`config.mk`:
```
export PLATFORM = sky130hd
export DESIGN_NAME = execute_writeback_stage23
export DESIGN_NICKNAME = d
export VERILOG_FILES = /design/src/rtl/execute_writeback_stage23.sv
export SDC_FILE = /design/constraint.sdc
export NUM_CORES = 1
export LEC_CHECK = 0
export ABC_AREA = 0
export CELL_PAD_IN_SITES_DETAIL_PLACEMENT = 1
export CELL_PAD_IN_SITES_GLOBAL_PLACEMENT = 1
export CORE_MARGIN = 5
export CORE_UTILIZATION = 30
export CTS_CLUSTER_SIZE = 30
export DETAILED_ROUTE_END_ITERATION = 12
export HOLD_SLACK_MARGIN = 0.05
export PLACE_DENSITY_LB_ADDON = 0.1
export SYNTH_ARGS = -nofsm -noshare
export SYNTH_HDL_FRONTEND = slang
export SYNTH_SLANG_ARGS = --single-unit
```
`constraint.sdc`:
```
create_clock -name clk -period 1.6 [get_ports clk]
set_input_delay 0.32 -clock clk [delete_from_list [all_inputs] [get_ports clk]]
set_output_delay 0.32 -clock clk [all_outputs]
set_load 0.02 [all_outputs]
```
`src/rtl/execute_writeback_stage23.sv`:
```
// -----------------------------------------------------------------------------
// execute_writeback_stage23
//
// Pipeline controller for stage 2 (execute/memory) and stage 3 (writeback) of
// the pipelined BPF CPU.
//
// It registers the pre-decoded control bundle from the stage-1 decoder and
// drives the stage-2 datapath controls. Conditional jumps are resolved from
// the live ALU flags. The A/X write controls are carried on to stage 3.
//
// Ports
//   clk, rst                   clock; synchronous active-low reset
//   stage1_valid/_stalled      stage-1 handshake (real instruction / hazard stall)
//   *_decoded, jmp_type        stage-1 control bundle
//   ALU_eq/gt/ge/set           stage-2 ALU flags used for jump resolution
//   mem_busy                   packet memory not ready; freezes stages 2 and 3
//   ALU_sel .. regfile_wr_en   stage-2 datapath controls
//   PC_sel, PC_en              jump target select / executed jump
//   A_sel, X_sel, A_en, X_en   stage-3 register write controls
//   stage{2,3}_{A,X}_en        hazard feedback to stage 1 (not gated by mem_busy)
//   branch_flush               discard the instructions in stages 0/1
//   stage2_stalled             stages 0/1 must not advance
// -----------------------------------------------------------------------------
module execute_writeback_stage23 #(
  parameter logic [1:0] PC_SEL_JT = 2'd0,
  parameter logic [1:0] PC_SEL_JF = 2'd1,
  parameter logic [1:0] PC_SEL_K  = 2'd2
) (
  input  logic       clk,
  input  logic       rst,
  input  logic       stage1_valid,
  input  logic       stage1_stalled,
  input  logic [3:0] ALU_sel_decoded,
  input  logic [2:0] jmp_type,
  input  logic       PC_en_decoded,
  input  logic       packet_mem_rd_en_decoded,
  input  logic       regfile_sel_decoded,
  input  logic       regfile_wr_en_decoded,
  input  logic [1:0] transfer_sz_decoded,
  input  logic [2:0] A_sel_decoded,
  input  logic [2:0] X_sel_decoded,
  input  logic       A_en_decoded,
  input  logic       X_en_decoded,
  input  logic       ALU_eq,
  input  logic       ALU_gt,
  input  logic       ALU_ge,
  input  logic       ALU_set,
  input  logic       mem_busy,
  output logic [3:0] ALU_sel,
  output logic [1:0] PC_sel,
  output logic       PC_en,
  output logic       packet_mem_rd_en,
  output logic [1:0] transfer_sz,
  output logic       regfile_sel,
  output logic       regfile_wr_en,
  output logic [2:0] A_sel,
  output logic [2:0] X_sel,
  output logic       A_en,
  output logic       X_en,
  output logic       stage2_A_en,
  output logic       stage2_X_en,
  output logic       stage3_A_en,
  output logic       stage3_X_en,
  output logic       branch_flush,
  output logic       stage2_stalled
);

  // Stage-2 registers
  logic       s2_valid_q,  s2_valid_d;
  logic [3:0] s2_alu_sel_q, s2_alu_sel_d;
  logic [2:0] s2_jmp_type_q, s2_jmp_type_d;
  logic       s2_pc_en_q, s2_pc_en_d;
  logic       s2_rd_en_q, s2_rd_en_d;
  logic       s2_rf_sel_q, s2_rf_sel_d;
  logic       s2_rf_wr_en_q, s2_rf_wr_en_d;
  logic [1:0] s2_tsz_q, s2_tsz_d;
  logic [2:0] s2_a_sel_q, s2_a_sel_d;
  logic [2:0] s2_x_sel_q, s2_x_sel_d;
  logic       s2_a_en_q, s2_a_en_d;
  logic       s2_x_en_q, s2_x_en_d;

  // Stage-3 registers (only the writeback controls travel this far)
  logic       s3_valid_q, s3_valid_d;
  logic [2:0] s3_a_sel_q, s3_a_sel_d;
  logic [2:0] s3_x_sel_q, s3_x_sel_d;
  logic       s3_a_en_q, s3_a_en_d;
  logic       s3_x_en_q, s3_x_en_d;

  logic       capture;
  logic [1:0] jump_target;

  // A flushing jump in stage 2 turns this cycle's capture into a bubble:
  // the instruction offered by stage 1 was fetched down the wrong path.
  assign capture = stage1_valid & ~stage1_stalled & ~branch_flush;

  always_comb begin
    // Hold by default; mem_busy freezes both stages.
    s2_valid_d    = s2_valid_q;
    s2_alu_sel_d  = s2_alu_sel_q;
    s2_jmp_type_d = s2_jmp_type_q;
    s2_pc_en_d    = s2_pc_en_q;
    s2_rd_en_d    = s2_rd_en_q;
    s2_rf_sel_d   = s2_rf_sel_q;
    s2_rf_wr_en_d = s2_rf_wr_en_q;
    s2_tsz_d      = s2_tsz_q;
    s2_a_sel_d    = s2_a_sel_q;
    s2_x_sel_d    = s2_x_sel_q;
    s2_a_en_d     = s2_a_en_q;
    s2_x_en_d     = s2_x_en_q;
    s3_valid_d    = s3_valid_q;
    s3_a_sel_d    = s3_a_sel_q;
    s3_x_sel_d    = s3_x_sel_q;
    s3_a_en_d     = s3_a_en_q;
    s3_x_en_d     = s3_x_en_q;

    if (!mem_busy) begin
      s3_valid_d = s2_valid_q;
      s3_a_sel_d = s2_a_sel_q;
      s3_x_sel_d = s2_x_sel_q;
      s3_a_en_d  = s2_a_en_q;
      s3_x_en_d  = s2_x_en_q;

      if (capture) begin
        s2_valid_d    = 1'b1;
        s2_alu_sel_d  = ALU_sel_decoded;
        s2_jmp_type_d = jmp_type;
        s2_pc_en_d    = PC_en_decoded;
        s2_rd_en_d    = packet_mem_rd_en_decoded;
        s2_rf_sel_d   = regfile_sel_decoded;
        s2_rf_wr_en_d = regfile_wr_en_decoded;
        s2_tsz_d      = transfer_sz_decoded;
        s2_a_sel_d    = A_sel_decoded;
        s2_x_sel_d    = X_sel_decoded;
        s2_a_en_d     = A_en_decoded;
        s2_x_en_d     = X_en_decoded;
      end else begin
        // Bubble: clear every field so no stale control leaks downstream.
        s2_valid_d    = 1'b0;
        s2_alu_sel_d  = '0;
        s2_jmp_type_d = '0;
        s2_pc_en_d    = 1'b0;
        s2_rd_en_d    = 1'b0;
        s2_rf_sel_d   = 1'b0;
        s2_rf_wr_en_d = 1'b0;
        s2_tsz_d      = '0;
        s2_a_sel_d    = '0;
        s2_x_sel_d    = '0;
        s2_a_en_d     = 1'b0;
        s2_x_en_d     = 1'b0;
      end
    end
  end

  always_ff @(posedge clk) begin
    if (!rst) begin
      s2_valid_q    <= 1'b0;
      s2_alu_sel_q  <= '0;
      s2_jmp_type_q <= '0;
      s2_pc_en_q    <= 1'b0;
      s2_rd_en_q    <= 1'b0;
      s2_rf_sel_q   <= 1'b0;
      s2_rf_wr_en_q <= 1'b0;
      s2_tsz_q      <= '0;
      s2_a_sel_q    <= '0;
      s2_x_sel_q    <= '0;
      s2_a_en_q     <= 1'b0;
      s2_x_en_q     <= 1'b0;
      s3_valid_q    <= 1'b0;
      s3_a_sel_q    <= '0;
      s3_x_sel_q    <= '0;
      s3_a_en_q     <= 1'b0;
      s3_x_en_q     <= 1'b0;
    end else begin
      s2_valid_q    <= s2_valid_d;
      s2_alu_sel_q  <= s2_alu_sel_d;
      s2_jmp_type_q <= s2_jmp_type_d;
      s2_pc_en_q    <= s2_pc_en_d;
      s2_rd_en_q    <= s2_rd_en_d;
      s2_rf_sel_q   <= s2_rf_sel_d;
      s2_rf_wr_en_q <= s2_rf_wr_en_d;
      s2_tsz_q      <= s2_tsz_d;
      s2_a_sel_q    <= s2_a_sel_d;
      s2_x_sel_q    <= s2_x_sel_d;
      s2_a_en_q     <= s2_a_en_d;
      s2_x_en_q     <= s2_x_en_d;
      s3_valid_q    <= s3_valid_d;
      s3_a_sel_q    <= s3_a_sel_d;
      s3_x_sel_q    <= s3_x_sel_d;
      s3_a_en_q     <= s3_a_en_d;
      s3_x_en_q     <= s3_x_en_d;
    end
  end

  // Jump resolution on the registered jump type and the live ALU flags.
  always_comb begin
    jump_target = PC_SEL_JF;
    case (s2_jmp_type_q)
      3'd0:    jump_target = PC_SEL_K;
      3'd1:    jump_target = ALU_eq  ? PC_SEL_JT : PC_SEL_JF;
      3'd2:    jump_target = ALU_gt  ? PC_SEL_JT : PC_SEL_JF;
      3'd3:    jump_target = ALU_ge  ? PC_SEL_JT : PC_SEL_JF;
      3'd4:    jump_target = ALU_set ? PC_SEL_JT : PC_SEL_JF;
      default: jump_target = PC_SEL_JF;
    endcase
  end

  // Side-effecting controls are suppressed while frozen so they fire once.
  assign PC_en            = s2_valid_q & s2_pc_en_q & ~mem_busy;
  assign PC_sel           = PC_en ? jump_target : 2'd0;
  assign branch_flush     = PC_en;
  assign regfile_wr_en    = s2_valid_q & s2_rf_wr_en_q & ~mem_busy;
  assign ALU_sel          = s2_valid_q ? s2_alu_sel_q : 4'd0;
  assign transfer_sz      = s2_valid_q ? s2_tsz_q : 2'd0;
  assign regfile_sel      = s2_valid_q & s2_rf_sel_q;
  // The read request stays up through a freeze so memory keeps serving it.
  assign packet_mem_rd_en = s2_valid_q & s2_rd_en_q;
  assign stage2_stalled   = mem_busy;

  assign A_en  = s3_valid_q & s3_a_en_q & ~mem_busy;
  assign X_en  = s3_valid_q & s3_x_en_q & ~mem_busy;
  assign A_sel = s3_valid_q ? s3_a_sel_q : 3'd0;
  assign X_sel = s3_valid_q ? s3_x_sel_q : 3'd0;

  assign stage2_A_en = s2_valid_q & s2_a_en_q;
  assign stage2_X_en = s2_valid_q & s2_x_en_q;
  assign stage3_A_en = s3_valid_q & s3_a_en_q;
  assign stage3_X_en = s3_valid_q & s3_x_en_q;

endmodule

```
==> flow_metrics.py <==
metrics = {
    "yosys": {
        "synthAdderAreaFrac_pct": 0,
        "synth_fp_nets": 147,
        "synth_xor_area_share_pct": 0,
        "synth_cells": 117,
        "ys_seq_area_share_pct": 48.9,
        "synthSimpleGateAreaFrac_pct": 17.0,
        "synth_seq_cells": 31,
        "synth_top_family_by_area": "compound AO/OA/AOI/OAI gates",
        "yosysWarnings": 0,
        "yosysUniqueCellTypes": 21,
        "synth_area_sq_mm": 0.00127,
        "synth_mux_area_share_pct": 7.09,
        "synth.avg_cell_area_sq_um": 10.9,
        "synth_compound_area_share_pct": 21.3,
    },
    "drt": {
        "vias_per_cell": 4.73,
        "firstDrtPassIters": 4,
        "drt_iter0_drc": 29,
        "dr_total_vias": 1107,
        "routed_wl_microns": 3520,
        "ant_nets": 0,
        "drc": 0,
        "wl_per_cell_microns": 15.0,
    },
    "clocking": {
        "root_buffer": "clkbuf_8",
        "cts_inserted_buffers": 5,
        "clock_path_buffers": 2,
        "cts_setup_buffers": 0,
        "numClockSinks": 31,
        "htreeDepth": 2,
        "clk_pin_slew_ps": 60,
        "clock_latency_ps": 280,
        "cts_tree": "built",
    },
    "sta": {
        "rsz0062_at_grt": "true",
        "setup_viol": 1,
        "fin_crit_ps": 1660,
        "max_freq_mhz": 601,
        "hold_viol": 0,
        "worst_slack_ps": -64.8,
        "finalClockSkew_ps": 2.08,
        "slew_headroom_pct": 75.5,
        "period_share_pct": 104,
        "holdWs_ps": 477,
        "worst_slew_pin_slew_ps": 368,
        "final_max_slew_viol_count": 0,
    },
    "power": {
        "ir_drop_mv": 0.607,
        "power.internal_mw": 1.40,
        "combinationalPowerShare_pct": 9.7,
        "p_leak_nw": 0.912,
        "clkPwrFrac_pct": 44.9,
        "p_seq_share_pct": 45.4,
        "p_total_mw": 1.76,
        "switching_share_pct": 20.5,
        "power_density_mw_per_mm2": 878,
        "net-switching-power_uw": 360,
    },
    "run": {
        "maxCapViolations": 0,
    },
    "floorplan": {
        "die_h_microns": 75.1,
        "die_area_sq_mm": 0.00563,
        "coreArea_sq_mm": 0.00406,
        "start_util_pct": 31.3,
        "row_count": 23,
        "die_w_microns": 75.1,
        "num_io_pins": 56,
    },
    "placed_design": {
        "gp_congestion": 0.723,
        "dp.cells": 226,
        "io_buffers": 55,
        "hpwl_microns": 2650,
    },
    "grt": {
        "antenna_found_initial": 0,
        "grt_pass1_wl_microns": 5600,
        "grt_overflow": 0,
        "grt_max_degree": 18,
        "gr-usage-all-layers_pct": 13.3,
        "grt_pass1_vias": 1175,
    },
    "worst_setup_path": {
        "reg2reg_to": "s2_jmp_type_q[0]",
        "path_class": "in -> out",
        "reg2reg_from": "s2_valid_q",
        "reg2reg_depth": 4,
        "reg2reg_setup_slack_ps": 250,
        "crit_required_ps": 1280,
        "start_kind": "primary input",
        "cp_max_fo": 1,
        "worstSetupEndpointType": "output port",
        "worstPathArrival_ps": 1340,
    },
    "outcome": {
        "violations": "negative setup slack",
        "outcome": "complete, but fails checks",
    },
    "worst_hold_path": {
        "min-delay-start": "s2_rd_en_q",
        "min_to": "s2_rd_en_q",
        "hp-class": "reg -> reg",
        "holdPathStages": 1,
    },
    "layout": {
        "fin_nets": 213,
        "antenna_cells": 0,
        "nFillCells": 443,
        "stdcell_count": 234,
        "drive_above_1_share_pct": 38.6,
        "area_growth_pct": 57.7,
    },
}
logic make-up (layout without fill, tap and decap cells):
group           count (synthesis)  count (layout)
simple gates                   38              38
flops                          31              31
compound gates                 27              27
buf+inv                        12              79
mux                             9               9
layout by cell type (no fill, tap or decap), types with 2 or more instances in the layout:
cell type,netlist,final
dfxtp_2,0,2
clkbuf_2,0,15
clkdlybuf4s15_1,0,2
dfxtp_1,31,29
nor2_1,10,10
nor2b_1,3,2
a22o_1,2,2
clkbuf_8,0,6
buf_2,4,2
a22o_2,19,19
and2_1,20,20
inv_1,2,2
clkdlybuf4s50_1,0,26
buf_4,2,14
dlymetal6s2s_1,0,2
mux2i_1,9,8
dlygate4sd2_1,0,6
a21oi_1,2,2
power groups by stage:
| stage | sequential (mW) | clock [mW] | combinational (mW) |
|---|---|---|---|
| final | 0.800 | 0.790 | 0.170 |
| after global routing | 0.801 | 0.842 | 0.182 |
| after CTS | 0.799 | 0.813 | 0.169 |
| after detailed placement | 0.816 | 0 | 0.169 |
| after global placement | 0.815 | 0 | 0.166 |
| after floorplan | 0.815 | 0 | 0.0656 |
registers in the layout, summed over array words and instances, names as in the netlist:
name           cells
s2_tsz_q           2
s2_a_en_q          1
s2_a_sel_q         3
s2_x_sel_q         3
s2_rf_sel_q        1
s3_a_en_q          1
s2_jmp_type_q      3
s2_rd_en_q         1
s3_valid_q         1
s3_a_sel_q         3
s2_valid_q         1
s2_x_en_q          1
s2_alu_sel_q       4
s2_pc_en_q         1
s3_x_sel_q         3
s2_rf_wr_en_q      1
s3_x_en_q          1
worst max-delay path, cell delays in order:
cell and delay (ps):
clkdlybuf4s50_1 420, nor3b_2 170, a211oi_2 60, a311oi_2 180, buf_4 180
layer usage:
layer / vias up / routed length (microns) / GRT usage (%)
met5: - / 0 / 0
met4: 0 / 41 / 4.15
met3: 6 / 292 / 5.74
met2: 36 / 1730 / 22.4
met1: 524 / 1460 / 15.1
li1: 541 / - / -
worst max path at each step:
stage | start | end | slack (ps) | depth (start not counted)
finish | ALU_gt | PC_sel[0] | -60 | 5
global route | ALU_gt | PC_sel[0] | -140 | 5
CTS | ALU_ge | PC_sel[0] | -150 | 5
detailed placement | ALU_gt | PC_sel[0] | -630 | 5
global placement | mem_busy | PC_sel[0] | -580 | 5
floorplan | mem_busy | PC_sel[1] | 130 | 4
synthesized netlist by cell type:
library cell  count  area share [%]
a311oi_1          1            0.69
a211o_1           1            0.69
buf_6             2             1.8
a22o_2           19              15
mux2i_1           9             7.1
clkbuf_1          2            0.59
nor4_1            1            0.49
nor3b_1           1            0.59
a22o_1            2             1.4
nor2_1           10             3.0
dfxtp_1          31              49
and2_1           20             9.9
a21oi_1           2            0.79
a2111oi_4         1             2.2
nand2_1           2            0.59
buf_4             2             1.2
a211oi_1          1            0.59
nand2b_4          1             1.1
inv_1             2            0.59
nor2b_1           3             1.5
buf_2             4             1.6
stage by stage:
step / TNS (ps) / cell area, sq um / worst slack, ps / util, %
CTS: -147 / 2050 / -147 / 50.6
global route: -138 / 2000 / -138 / 49.4
global placement: -5370 / 1950 / -583 / 48.0
detailed placement: -6320 / 1950 / -632 / 48.0
finish: -64.8 / 2000 / -64.8 / 49.4
floorplan: 0 / 1280 / 131 / -
area by class of cell:
type	instances	area (sq um)	area share, %
Tap cell	50	62.6	3.12
Timing Repair Buffer	69	579	28.9
Inverter	2	7.51	0.375
Multi-Input combinational cell	74	613	30.6
Sequential cell	31	623	31.1
Clock inverter	2	35.0	1.75
Clock buffer	6	82.6	4.12
repair_timing:
| item | in CTS | in global routing |
|---|---|---|
| hold buffers | 0 | 0 |
| pin swaps | 2 | 3 |
| resized for setup | 56 | 29 |
| setup endpoints to repair | 26 | 21 |
Power figures use the tool's default switching activity.
==> RTL change 1: new RTL, config.mk and constraints unchanged <==
Reset style: asynchronous (`rst`), changed in one clocked block. Comments in the files are not updated.
--- a/src/rtl/execute_writeback_stage23.sv
+++ b/src/rtl/execute_writeback_stage23.sv
@@ -152,5 +152,5 @@
   end
 
-  always_ff @(posedge clk) begin
+  always_ff @(posedge clk or negedge rst) begin
     if (!rst) begin
       s2_valid_q    <= 1'b0;
Function: differs if rst is asserted again (counterexample within 4 cycles, from zero or initial values and one cycle with rst low); with rst held inactive, the same outputs for 10 cycles.
==> RTL change 1 against the original RTL <==
  * Largest power group unchanged
  * The flow still finishes with violations (setup timing)
  * Final area is 6.6% higher
  * Wire length rose by 4.6%
  * Die area up 6.0%
  * Sequential cell count unchanged
  * Power is 3.2% higher
  * Hold slack worse by 0.047 ns
  * Synthesized area is 7.0% higher
  * Worst setup slack lost 0.10 ns
==> RTL change 1: results (changes against the original RTL) <==
stage,metric,value,unit,change
grt,use_met1,0.167,,was 0.151
pwr,pg_seq,0.863,mW,was 0.800 mW
outcome,violations,setup timing,,unchanged
timing,skew,0.00133,ns,was 0.00208 ns
cells_and_area,fillCellCount,470,,was 443
pwr,clock_power_share,0.368,,was 0.449
route,wl_met1,1600,um,was 1460 um
synthesis,ys_seq_area_frac,0.571,,was 0.489
cells_and_area,layout-drive-gt1-share,0.355,,was 0.386
grt,grt_pass1_vias,1247,,was 1175
route,wl_met2,1780,um,was 1730 um
pwr,ir_drop,0.442,mV,was 0.607 mV
setup_path,cpPeakStageDelay,0.37,ns,was 0.42 ns
outcome,status,finished with violations,,unchanged
worst_hold_path,hold_class,input port to async pin,,was flop to flop
timing,fin_tns_setup,-0.203,ns,was -0.0648 ns
cells_and_area,fin_nets,201,,was 213
grt,grt_pass1_wl,6230,um,was 5600 um
setup_path,critPathMaxFanout,3,,was 1
synthesis,synth_fp_nets,134,,was 147
grt,grt_util_met2,0.203,,was 0.224
route,wirelength,3680,um,was 3520 um
synthesis,syn_area_per_cell,13.1,um^2,was 10.9 um^2
timing,layout_setup_ws,-0.170,ns,was -0.0648 ns
grt,use_met3,0.0457,,was 0.0574
timing,setup_violations,2,,was 1
synthesis,async_reset_ff_frac,1.00,,was 0
setup_path,worst_ep_arrival_time,1.45,ns,was 1.34 ns
pwr,powerClk,0.669,mW,was 0.790 mW
route,wl_met3,227,um,was 292 um
setup_path,r2r_setup_slack,0.10,ns,was 0.25 ns
synthesis,netlist_top_cells_count,"dfrtp_1, a22o_1, and2_1",,"was dfxtp_1, and2_1, a22o_2"
RTL change 1: changes by cell type in the layout (fill, tap and decap cells not counted), sizes merged, moves of 4 or more:
cell           unedited run  this run
dfrtp                     0        31
dfxtp                    31         0
clkdlybuf4s15             2        12
nor2                     10         1
mux2                      0         8
mux2i                     9         1
clkbuf                   21        15
dlygate4sd2               6         1
buf                      18        22
RTL change 1: cell type report:
| cell class | count | area, um^2 | area share |
|---|---|---|---|
| flip-flops and latches | 31 | 777 | 0.364 |
| repair buffers | 70 | 641 | 0.300 |
| multi-input cells | 61 | 544 | 0.255 |
| clock buffers | 8 | 100 | 0.0469 |
| well taps | 52 | 65.1 | 0.0305 |
| inverters | 2 | 7.51 | 0.00352 |
RTL change 1: what timing repair did:
item,4_1_cts,5_1_grt
endpoints found under the setup margin,48,18
setup buffers,0,4
gates resized for setup,71,31
pin swaps,2,2
RTL change 1: final timing paths:
| check | startpoint | end | cells past startpoint |
|---|---|---|---|
| max reg2reg | s2_valid_q$_DFFE_PN0N_ | s2_x_sel_q[2]$_DFFE_PN0N_ | 5 |
| min | rst | s2_x_sel_q[2]$_DFFE_PN0N_ | 2 |
| min in group clk | s2_rf_sel_q$_DFFE_PN0N_ | s2_rf_sel_q$_DFFE_PN0N_ | 1 |
| min reg2reg | s2_rf_sel_q$_DFFE_PN0N_ | s2_rf_sel_q$_DFFE_PN0N_ | 1 |
| max | s2_jmp_type_q[0]$_DFFE_PN0N_ | PC_sel[0] | 4 |
| max in group asynchronous | rst | s3_valid_q$_DFFE_PN0N_ | 2 |
RTL change 1: cell families after synthesis:
family | count (synthesis) | share of synthesized area
buffers and inverters | 12 | 0.0562
multiplexers | 9 | 0.0737
flip-flops | 31 | 0.571
AO/OA/AOI/OAI | 26 | 0.179
AND/OR/NAND/NOR | 26 | 0.121
==> RTL change 2: new RTL, same flow settings <==
Without the edit above. Register the output `stage2_stalled`, with the module's reset; this adds one clock of latency there. The other outputs are not delayed to match.
--- a/src/rtl/execute_writeback_stage23.sv
+++ b/src/rtl/execute_writeback_stage23.sv
@@ -215,5 +215,11 @@
   // The read request stays up through a freeze so memory keeps serving it.
   assign packet_mem_rd_en = s2_valid_q & s2_rd_en_q;
-  assign stage2_stalled   = mem_busy;
+  always_ff @(posedge clk) begin
+    if (!rst) begin
+      stage2_stalled <= '0;
+    end else begin
+      stage2_stalled <= mem_busy;
+    end
+  end
 
   assign A_en  = s3_valid_q & s3_a_en_q & ~mem_busy;
Check against the original RTL: not equivalent (a bounded check fails within 4 cycles, from zero or initial values and one cycle with rst low).
==> RTL change 2 against the original RTL <==
  * Synthesized area shrank 0.59%
  * Global-route usage increased by 0.60 points
  * Worst setup slack lost 0.058 ns
  * The run still ends with setup timing left
  * Final area decreased by 0.25%
  * Clock power decreased by 2%
  * Utilization is 0.23 points higher
  * Largest cell class unchanged
  * Wire length increased by 4.0%
  * Power up 0.16%
  * Sequential cell count grew 1
  * Via count increased by 0.36%
==> RTL change 2: results (changes against the original RTL) <==
stage,metric,value,unit,change
synthesis,ys_types,22,,was 21
setup_path,r2r-end,s2_rf_sel_q$_SDFFE_PN0N_,,was s2_jmp_type_q[0]$_SDFFE_PN0N_
route,routed_via_density,4.79,,was 4.73
outcome,status,finished with violations,,unchanged
timing,relSlewSlack,0.784,,was 0.755
setup_path,startpoint,s2_jmp_type_q[1]$_SDFFE_PN0N_,,was ALU_gt
setup_path,critPathMaxFanout,3,,was 1
timing,fin_tns_setup,-0.123,ns,was -0.0648 ns
synthesis,synth_fp_nets,144,,was 147
outcome,violations,setup timing,,unchanged
cells_and_area,fillCellCount,452,,was 443
placed_design,pre_cts_ws,-0.689,ns,was -0.632 ns
synthesis,netlist_top_cells_count,"dfxtp_1, a22o_1, and2_1",,"was dfxtp_1, and2_1, a22o_2"
grt,use_met3,0.0694,,was 0.0574
timing,skew,0.00722,ns,was 0.00208 ns
timing,setup_violations,1,,unchanged
grt,grt_pass1_wl,5780,um,was 5600 um
route,wirelength,3660,um,was 3520 um
pwr,ir_drop,0.406,mV,was 0.607 mV
die,core,4030,um^2,was 4060 um^2
placed_design,placed_cell_area,1930,um^2,was 1950 um^2
cells_and_area,fin_nets,211,,was 213
grt,track_usage,0.139,,was 0.133
route,drtPass1Iterations,2,,was 4
grt,grt_pass1_vias,1232,,was 1175
synthesis,ys_seq_area_frac,0.507,,was 0.489
placed_design,dp_cells,224,,was 226
cells_and_area,final-seq-area,646,um^2,was 623 um^2
pwr,total_power,1.76,mW,about the same
timing,layout_setup_ws,-0.123,ns,was -0.0648 ns
placed_design,globalplace.congestion,0.707,,was 0.723
-- RTL change 2: cell types whose count changed after synthesis, sizes merged --
| cell | unedited run | this run |
|---|---|---|
| buf | 8 | 7 |
| nor2b | 3 | 12 |
| a21oi | 2 | 1 |
| nor2 | 10 | 1 |
| a21o | 0 | 1 |
| nand2b | 1 | 0 |
| inv | 2 | 1 |
| a211o | 1 | 0 |
| dfxtp | 31 | 32 |
-- RTL change 2: how the worst min path moves through the flow --
| stage | startpoint | to | slack [ns] |
|---|---|---|---|
| 3_3_place_gp | s2_rf_sel_q$_SDFFE_PN0N_ | s2_rf_sel_q$_SDFFE_PN0N_ | 0.45 |
| 6_report | s2_rf_wr_en_q$_SDFFE_PN0N_ | s2_rf_wr_en_q$_SDFFE_PN0N_ | 0.47 |
| 5_1_grt | s2_rf_wr_en_q$_SDFFE_PN0N_ | s2_rf_wr_en_q$_SDFFE_PN0N_ | 0.48 |
| 3_5_place_dp | s2_alu_sel_q[1]$_SDFFE_PN0N_ | s2_alu_sel_q[1]$_SDFFE_PN0N_ | 0.45 |
| 4_1_cts | s2_rf_wr_en_q$_SDFFE_PN0N_ | s2_rf_wr_en_q$_SDFFE_PN0N_ | 0.48 |
| 2_1_floorplan | s2_alu_sel_q[3]$_SDFFE_PN0N_ | s2_alu_sel_q[3]$_SDFFE_PN0N_ | 0.43 |
-- RTL change 2: repair_timing --
item / 4_1_cts / 5_1_grt
hold buffers: 0 / 0
setup endpoints to repair: 25 / 18
pin swaps: 3 / 4
gates cloned: 0 / 0
gates resized for setup: 59 / 28
-- RTL change 2: cell type report --
cell class / instances / area share
Timing Repair Buffer: 69 / 0.290
Sequential cell: 32 / 0.323
Tap cell: 50 / 0.0313
Clock inverter: 3 / 0.0213
Multi-Input combinational cell: 72 / 0.298
Clock buffer: 5 / 0.0344
Inverter: 1 / 0.00188
-- RTL change 2: layer usage --
| layer | wire length, um | vias to the layer above |
|---|---|---|
| li1 | - | 535 |
| met1 | 1430 | 525 |
| met2 | 1810 | 41 |
| met3 | 337 | 10 |
| met4 | 81 | 0 |
| met5 | 0 | - |
-- RTL change 2: power by group --
group / internal, mW / switching [mW]
registers: 0.815 / 0.0123
logic: 0.104 / 0.0574
clock network: 0.460 / 0.313
-- RTL change 2: cell families after synthesis --
group | synth area share
DFF | 0.507
AOI/OAI and AO/OA | 0.192
and+or+nand+nor | 0.179
muxes | 0.0714
buffers and inverters | 0.0495
-- RTL change 2: critical path: stages, from the launching register on --
cell and delay, ns:
dfxtp_2 0.35, mux2i_2 0.22, a211oi_2 0.10, a311oi_2 0.27
buf_4 0.19
